## config.mk

```make
export PLATFORM = sky130hd
export DESIGN_NAME = spi_bus_arb
export DESIGN_NICKNAME = d
export VERILOG_FILES = /design/src/rtl/dso_spi_pkg.sv /design/src/rtl/rr_arb3.sv /design/src/rtl/spi_bus_arb.sv
export SDC_FILE = /design/constraint.sdc
export NUM_CORES = 1
export LEC_CHECK = 0
export CELL_PAD_IN_SITES_DETAIL_PLACEMENT = 1
export CELL_PAD_IN_SITES_GLOBAL_PLACEMENT = 1
export CORE_UTILIZATION = 37
export CTS_CLUSTER_SIZE = 24
export DETAILED_ROUTE_END_ITERATION = 8
export GPL_TIMING_DRIVEN = 0
export PLACE_DENSITY = 0.95
export SYNTH_ARGS = -nofsm -noshare
export SYNTH_HDL_FRONTEND = slang
export SYNTH_HIERARCHICAL = 1
export SYNTH_SLANG_ARGS = --single-unit
```

## constraint.sdc

```tcl
create_clock -name clk -period 3.6 [get_ports clk]
set_input_delay 0.54 -clock clk [delete_from_list [all_inputs] [get_ports clk]]
set_output_delay 0.54 -clock clk [all_outputs]
set_load 0.05 [all_outputs]
```

## src/rtl/dso_spi_pkg.sv

```systemverilog
// dso_spi_pkg: shared states, target/requester encodings and SS decode for the DSO SPI arbiter
package dso_spi_pkg;
    typedef enum logic [2:0] {IDLE, REJECT, SETUP, XFER, HOLD, GAP} state_t;
    localparam logic [2:0] TGT_CH1  = 3'd0;
    localparam logic [2:0] TGT_CH2  = 3'd1;
    localparam logic [2:0] TGT_CH3  = 3'd2;
    localparam logic [2:0] TGT_TRIG = 3'd3;
    localparam logic [2:0] TGT_EEP  = 3'd4;
    localparam int REQ_CAL = 0;
    localparam int REQ_CMD = 1;
    localparam int REQ_POT = 2;
    function automatic logic [4:0] ss_decode(input logic [2:0] tgt);
        return ~(5'b00001 << tgt);
    endfunction
endpackage

```

## src/rtl/rr_arb3.sv

```systemverilog
// rr_arb3: combinational 3-way round-robin picker, first set request at or after ptr wins
module rr_arb3 (
    input  logic [2:0] req,
    input  logic [1:0] ptr,
    output logic [2:0] win,
    output logic       valid
);
    logic [2:0] rot, pick;
    assign rot   = ptr == 2'd1 ? {req[0], req[2:1]} : ptr == 2'd2 ? {req[1:0], req[2]} : req;
    assign pick  = rot[0] ? 3'b001 : rot[1] ? 3'b010 : rot[2] ? 3'b100 : 3'b000;
    assign win   = ptr == 2'd1 ? {pick[1:0], pick[2]} : ptr == 2'd2 ? {pick[0], pick[2:1]} : pick;
    assign valid = |req;
endmodule

```

## src/rtl/spi_bus_arb.sv

```systemverilog
// spi_bus_arb: round-robin sharing of one SPI master among three requesters with SS setup/hold/gap sequencing
module spi_bus_arb
    import dso_spi_pkg::*;
#(
    parameter int SETUP_CYC   = 4,
    parameter int HOLD_CYC    = 4,
    parameter int GAP_CYC     = 8,
    parameter int TIMEOUT_CYC = 4096
) (
    input  logic        clk,
    input  logic        rst,
    input  logic [2:0]  req,
    input  logic [8:0]  req_tgt,
    input  logic [47:0] req_data,
    output logic [2:0]  gnt,
    output logic [2:0]  done,
    output logic        err,
    output logic [15:0] rdata,
    output logic        busy,
    output logic        spi_wrt,
    output logic [15:0] spi_cmd,
    input  logic        spi_done,
    input  logic [15:0] spi_rdata,
    output logic        ch1_ss_n,
    output logic        ch2_ss_n,
    output logic        ch3_ss_n,
    output logic        trig_ss_n,
    output logic        EEP_ss_n
);
    state_t      state;
    logic [1:0]  ptr;
    logic [2:0]  tgt, win, sel_tgt;
    logic        win_v;
    logic [7:0]  cnt;
    logic [15:0] tcnt, sel_data;
    logic [4:0]  ss_n;

    rr_arb3 u_arb (.req(req), .ptr(ptr), .win(win), .valid(win_v));

    assign sel_tgt  = win[2] ? req_tgt[8:6] : win[1] ? req_tgt[5:3] : req_tgt[2:0];
    assign sel_data = win[2] ? req_data[47:32] : win[1] ? req_data[31:16] : req_data[15:0];
    assign {EEP_ss_n, trig_ss_n, ch3_ss_n, ch2_ss_n, ch1_ss_n} = ss_n;

    // Arbitration FSM: grant one cycle ahead of SS so owner and select never change together
    always_ff @(posedge clk) begin
        if (rst) begin
            state   <= IDLE;
            ptr     <= 2'd0;
            tgt     <= 3'd0;
            cnt     <= 8'd0;
            tcnt    <= 16'd0;
            gnt     <= 3'b000;
            done    <= 3'b000;
            err     <= 1'b0;
            busy    <= 1'b0;
            spi_wrt <= 1'b0;
            rdata   <= 16'd0;
            spi_cmd <= 16'd0;
            ss_n    <= 5'h1f;
        end else begin
            done    <= 3'b000;
            err     <= 1'b0;
            spi_wrt <= 1'b0;
            case (state)
                IDLE: if (win_v) begin
                    gnt     <= win;
                    tgt     <= sel_tgt;
                    spi_cmd <= sel_data;
                    ptr     <= win[0] ? 2'd1 : win[1] ? 2'd2 : 2'd0;
                    cnt     <= 8'd0;
                    busy    <= 1'b1;
                    state   <= sel_tgt <= TGT_EEP ? SETUP : REJECT;
                end
                REJECT: begin
                    done  <= gnt;
                    err   <= 1'b1;
                    gnt   <= 3'b000;
                    cnt   <= 8'd1;
                    state <= GAP;
                end
                SETUP: begin
                    ss_n <= ss_decode(tgt);
                    cnt  <= cnt + 8'd1;
                    if (cnt == 8'(SETUP_CYC)) begin
                        spi_wrt <= 1'b1;
                        tcnt    <= 16'd0;
                        state   <= XFER;
                    end
                end
                XFER: if (spi_done) begin
                    rdata <= spi_rdata;
                    cnt   <= 8'd1;
                    state <= HOLD;
                end else if (tcnt == 16'(TIMEOUT_CYC - 1)) begin
                    ss_n  <= 5'h1f;
                    done  <= gnt;
                    err   <= 1'b1;
                    gnt   <= 3'b000;
                    cnt   <= 8'd1;
                    state <= GAP;
                end else begin
                    tcnt <= tcnt + 16'd1;
                end
                HOLD: if (cnt == 8'(HOLD_CYC)) begin
                    ss_n  <= 5'h1f;
                    done  <= gnt;
                    gnt   <= 3'b000;
                    cnt   <= 8'd1;
                    state <= GAP;
                end else begin
                    cnt <= cnt + 8'd1;
                end
                GAP: if (cnt == 8'(GAP_CYC)) begin
                    busy  <= 1'b0;
                    state <= IDLE;
                end else begin
                    cnt <= cnt + 8'd1;
                end
                default: state <= IDLE;
            endcase
        end
    end
endmodule

```

# After elaboration in Yosys (flattened, before gate mapping)
# Cells that the tools add are included.
totals:
  elab_cells: 105
  output_inout_bits: 46
  register_bits: 78
  input_bits: 79
op_classes:
  n_shift: 1
  addsub: 2
  bitwise: 2
  n_lt_le_gt_ge: 1
  n_eq_ne: 19
  n_reduce_logical: 16
  mux: 51
op_table:
  columns: ["op", "n"]
  rows:
  - ["two-way mux 16 bit", 5]
  - ["two-way mux 3 bit", 22]
  - ["case mux 8 bit (6 select lines)", 1]
  - ["two-way mux 8 bit", 5]
  - ["case mux 16 bit (2 select lines)", 1]
  - ["case mux 3 bit (6 select lines)", 1]
  - ["adder 16 x 1 -> 16 bit, second input constant", 1]
  - ["equality test 16 x 12 -> 1 bit, second input constant", 1]
  - ["two-way mux 5 bit", 3]
  - ["case mux 5 bit (3 select lines)", 1]
  - ["inequality test 2 bit, second input constant", 7]
  - ["case mux 3 bit (4 select lines)", 1]
  - ["AND reduction 4 bit", 3]
  - ["AND reduction 5 bit", 2]
  - ["case mux 3 bit (3 select lines)", 1]
  - ["adder 8 x 1 -> 8 bit, second input constant", 1]
  - ["equality test 8 x 3 -> 1 bit, second input constant", 1]
  - ["equality test 8 x 4 -> 1 bit, second input constant", 1]
  - ["equality test 3 x 2 -> 1 bit, second input constant", 2]
  - ["equality test 3 bit, second input constant", 2]
  - ["two-way mux 2 bit", 3]
  - ["nonzero test 6 bit", 1]
  - ["two-way mux 1 bit", 5]
  - ["inverter 5 bit", 1]
  - ["17 further kinds", 20]

# Depth between registers and ports, before layout
depth:
  ltp_word: 14
  mapped_depth: 8
  ltp_nobuf: 7

# Hierarchy
# The synthesis kept the hierarchy.
modules_own_cells:
  columns: ["module", "n_inst", "cells_per_inst", "seq_area_each_um2", "area_per_inst_um2"]
  rows:
  - ["spi_bus_arb", 1, 504, 1561.5, 4036.4]
  - ["rr_arb3", 1, 12, 0.0, 76.3]

# Worst setup path after synthesis
# No wires, ideal clock.
synth_path:
  path_kind: "input port to flip-flop"
  start: "in req[2]"
  end: "reg state[1]"
  setup_ns: 0.076
  arrival_time_ns: 2.059
  cell_stages: 8
  n_path_buf: 1
  setup_slack_ns: 1.465
  path_cell_list: "a21oi_1 o211a_1 buf_2 mux2_2 mux2i_1 a21oi_1 a211o_1 o22ai_1"
synth_between:
  elab_chain_len: 13
synth_lines:
  columns: ["element", "line", "rtl"]
  rows:
  - ["from (decl)", "spi_bus_arb.sv:12", "input logic [2:0] req,"]
  - ["two-way mux 3 bit", "rr_arb3.sv:9", "assign rot = ptr == 2'd1 ? {req[0], req[2:1]} : ptr == 2'd2 ? {req[1:0], req[2]} : req;"]
  - ["two-way mux 3 bit (*)", "rr_arb3.sv:9", null]
  - ["two-way mux 3 bit (2 in a row)", "rr_arb3.sv:10", "assign pick = rot[0] ? 3'b001 : rot[1] ? 3'b010 : rot[2] ? 3'b100 : 3'b000;"]
  - ["two-way mux 3 bit (*)", "rr_arb3.sv:10", null]
  - ["two-way mux 3 bit", "rr_arb3.sv:11", "assign win = ptr == 2'd1 ? {pick[1:0], pick[2]} : ptr == 2'd2 ? {pick[0], pick[2:1]} : pick;"]
  - ["two-way mux 3 bit (*)", "rr_arb3.sv:11", null]
  - ["via win[1]", "spi_bus_arb.sv:32", "logic [2:0] tgt, win, sel_tgt;"]
  - ["two-way mux 3 bit (*) (2 in a row)", "spi_bus_arb.sv:40", "assign sel_tgt = win[2] ? req_tgt[8:6] : win[1] ? req_tgt[5:3] : req_tgt[2:0];"]
  - ["less-or-equal comparator 3 bit (*)", "spi_bus_arb.sv:72", "state <= sel_tgt <= TGT_EEP ? SETUP : REJECT;"]
  - ["two-way mux 2 bit (*)", "spi_bus_arb.sv:72", null]
  - ["two-way mux 3 bit (*)", "spi_bus_arb.sv:65", "IDLE: if (win_v) begin"]
  - ["case mux 3 bit (6 select lines) (*)", "spi_bus_arb.sv:64", "case (state)"]
  - ["to (signal assigned)", "spi_bus_arb.sv:72", null]
  - ["to (decl)", "spi_bus_arb.sv:30", "state_t state;"]
# The timed path passes the listed nets; every way through them passes the cells marked *. The select of a mux whose other input is x is not followed.
# A chain may end at the register's enable or synchronous reset.

# Final worst setup path
# Same ends and word-level chain as after synthesis.

==> impl_metrics.csv <==
group,metric,value,unit
clock_network,cts_hold_buf,0,
logic_synthesis,syn_avg_cell_area,7.97,um^2
die,die_y,107,um
die,fp.dieW,107,um
worst_setup_path,cp_num_cells,9,
worst_setup_path,max_stage_delay,490,ps
logic_synthesis,ys_ff_latch,78,
sta,worst_slew_pin_slew,607,ps
sta,setup_viol,0,
route,ant_nets,0,
logic_synthesis,synth_area,4110,um^2
logic_synthesis,ys.flop_type,"dfxtp_1",
clock_network,clk_pin_slew,100,ps
clock_network,cts_made_buffers,9,
clock_network,cts_htree_levels,3,
clock_network,postCtsSetupBuffers,0,
global_routing,grt_overflow,0,
route,routed_via_density,5.58,
die,start_util,0.379,
placed_design,gp_congestion,0.837,
worst_setup_path,slowest_stage,"clkdlybuf4s50_1",
cells_and_area,antennaDiodeCount,0,
clock_network,clkSinkCount,78,
global_routing,grt_first_pass_wirelength,23100,um
worst_setup_path,crit_path_max_fanout,10,
worst_setup_path,critPathTopFamily,"compound AO/OA/AOI/OAI gates",
route,drcViolationCount,0,
route,drtIter0Drc,203,
global_routing,grt_antenna_before_repair,0,
cells_and_area,drive_gt1_frac,0.0763,
placed_design,port_buffers,123,
worst_setup_path,critical_path_class,"in -> reg",
sta,finalHoldViolations,0,
logic_synthesis,synth_largest_area_cell,"dfxtp_1",
hold_path,holdCritStartpoint,"rdata[9]",
sta,rsz0062_at_grt,"false",
worst_setup_path,path_cells,"clkdlybuf4s50_1, a21oi_1, o211a_1, buf_2, mux2_2, mux2i_1, a21oi_1, a211o_1, o22ai_1",
clock_network,cts_resized,0,
logic_synthesis,ys.warnings.count,6,
worst_setup_path,reg2regPathDepth,8,
sta,drv_slew,0,
sta,fmax,362,MHz
cells_and_area,final_common_cell,"clkdlybuf4s50_1",
global_routing,grt_max_degree,16,
cells_and_area,utilization,0.526,
global_routing,grt_pass1_vias,4820,
logic_synthesis,synth_edf_count,0,
clock_network,cts_root_buf,"clkbuf_8",
logic_synthesis,ys_seq_area_frac,0.380,
sta,finClkSkew,19.4,ps
worst_setup_path,cp_data_required_time,3880,ps
worst_setup_path,worstSetupEndpointType,"register",
route,route.vias.total,4440,
sta,fin_setup_tns,0,ps
route,routed_wl,14600,um
power_and_ir_drop,p_leak,1.98,nW
route,wl_per_cell,18.4,um
cells_and_area,nets,732,
status,status,"complete, no violations",
worst_setup_path,critPathArrivalTime,3040,ps
die,die_area,11500,um^2
clock_network,cts_tree,"built",
die,std_cell_rows,38,
worst_setup_path,startpoint_type,"primary input",
hold_path,min_path_cells,2,
die,coreArea,10800,um^2
logic_synthesis,syn-num-nets,598,
hold_path,hp-class,"reg -> reg",
sta,post-route-min-period,2760,ps
sta,slew_headroom,0.596,
logic_synthesis,synthTopCellsByArea,"dfxtp_1, nand2_1, mux2i_1",
cells_and_area,syn_to_final_growth,38.6,%
power_and_ir_drop,cellPowerDensity,579,nW/um^2
die,ios,125,
placed_design,hpwl,11300,um
cells_and_area,mostFrequentLayoutCells,"clkdlybuf4s50_1, nand2_1, dfxtp_1, a21oi_1, mux2i_1",
job,cap_violations,0,
logic_synthesis,async_reset_ff_frac,0,
global_routing,track_usage,0.257,
logic_synthesis,synth.distinct_cells,62,
power_and_ir_drop,vdd_drop_max,0.000323,V
sta,timing.final.crit_share,0.767,
worst_setup_path,crit_start,"req[2]",
sta,fin_hold_ws,461,ps
worst_setup_path,cp_num_buf_inv,2,
clock_network,clockBufferDepth,2,
logic_synthesis,synth_top_cell_area_share,0.380,
worst_setup_path,worstReg2RegStart,"ptr[1]",
route,firstDrtPassIters,4,
clock_network,clock_latency,370,ps
cells_and_area,fillers,1318,
worst_setup_path,path_common_cell,"a21oi_1",
logic_synthesis,synthCells,516,
## metrics by stage
step	power [W]	instances	area, um^2	worst slack (ps)
after CTS	0.00330	795	5700	850
after detailed placement	0.00266	779	5520	562
after floorplan	0.00212	516	4110	1470
after global routing	0.00346	795	5700	720
after global placement	0.00257	779	5520	604
final	0.00330	795	5700	840
## tightest hold or removal path, stage by stage (launching register included)
cell     delay [ps]
dfxtp_1         320
nand2_1          50
a21oi_1          50
## where the power goes
| part | switching, W | internal, W |
|---|---|---|
| sequential | 0.0000987 | 0.000989 |
| combinational | 0.00101 | 0.000562 |
| clock | 0.000376 | 0.000260 |
## path summary, 6_finish.rpt
check | endpoint | slack, ps
setup / recovery | state[1] | 840
hold / removal | rdata[9] | 460
setup reg to reg | state[1] | 1170
hold reg to reg | rdata[9] | 460
## layer usage
layer	up-vias	wire length (um)	share of wire	global-route usage
li1	2097	-	-	-
met1	2176	5690	0.39	0.276
met2	130	7710	0.53	0.474
met3	37	832	0.057	0.0654
met4	0	401	0.027	0.112
met5	-	0	0	0
## Yosys cell counts (all sizes together), types with 4 or more instances
master / number
nand2: 118
dfxtp: 78
a21oi: 54
mux2i: 38
nor2: 24
o21ai: 24
clkbuf: 19
buf: 15
nand3: 15
nor3: 15
or3: 15
inv: 13
a211oi: 9
o32ai: 6
nand4: 5
a2111oi: 4
and3: 4
nor4: 4
or2: 4
## sequential cells by signal, summed over array words and instances (netlist names)
register and flops:
gnt 3, cnt 8, ptr 2, tgt 3, rdata 16, spi_wrt 1
spi_cmd 16, done 3, ss_n 5, tcnt 16, err 1, state 3
busy 1
## cell families (layout without fill, tap and decap cells)
logic type / Yosys count / count (layout) / synth area share
and+or+nand+nor: 224 / 224 / 0.268
AOI/OAI and AO/OA: 122 / 122 / 0.190
DFF: 78 / 78 / 0.380
buffers and inverters: 47 / 186 / 0.0502
muxes: 41 / 41 / 0.101
adders and majority gates: 3 / 3 / 0.00913
xor gates and xnor gates: 1 / 1 / 0.00213
## cell type report
cell class / instances / area, um^2 / area share
multi-input cells: 391 / 2340 / 0.411
flip-flops and latches: 78 / 1560 / 0.274
repair buffers: 123 / 1230 / 0.216
well taps: 140 / 175 / 0.0307
plain buffers: 34 / 158 / 0.0277
clock buffers: 9 / 124 / 0.0217
clock inverters: 7 / 57.6 / 0.0101
inverters: 13 / 48.8 / 0.00856
Note: power is estimated with default switching activity, not from simulation.
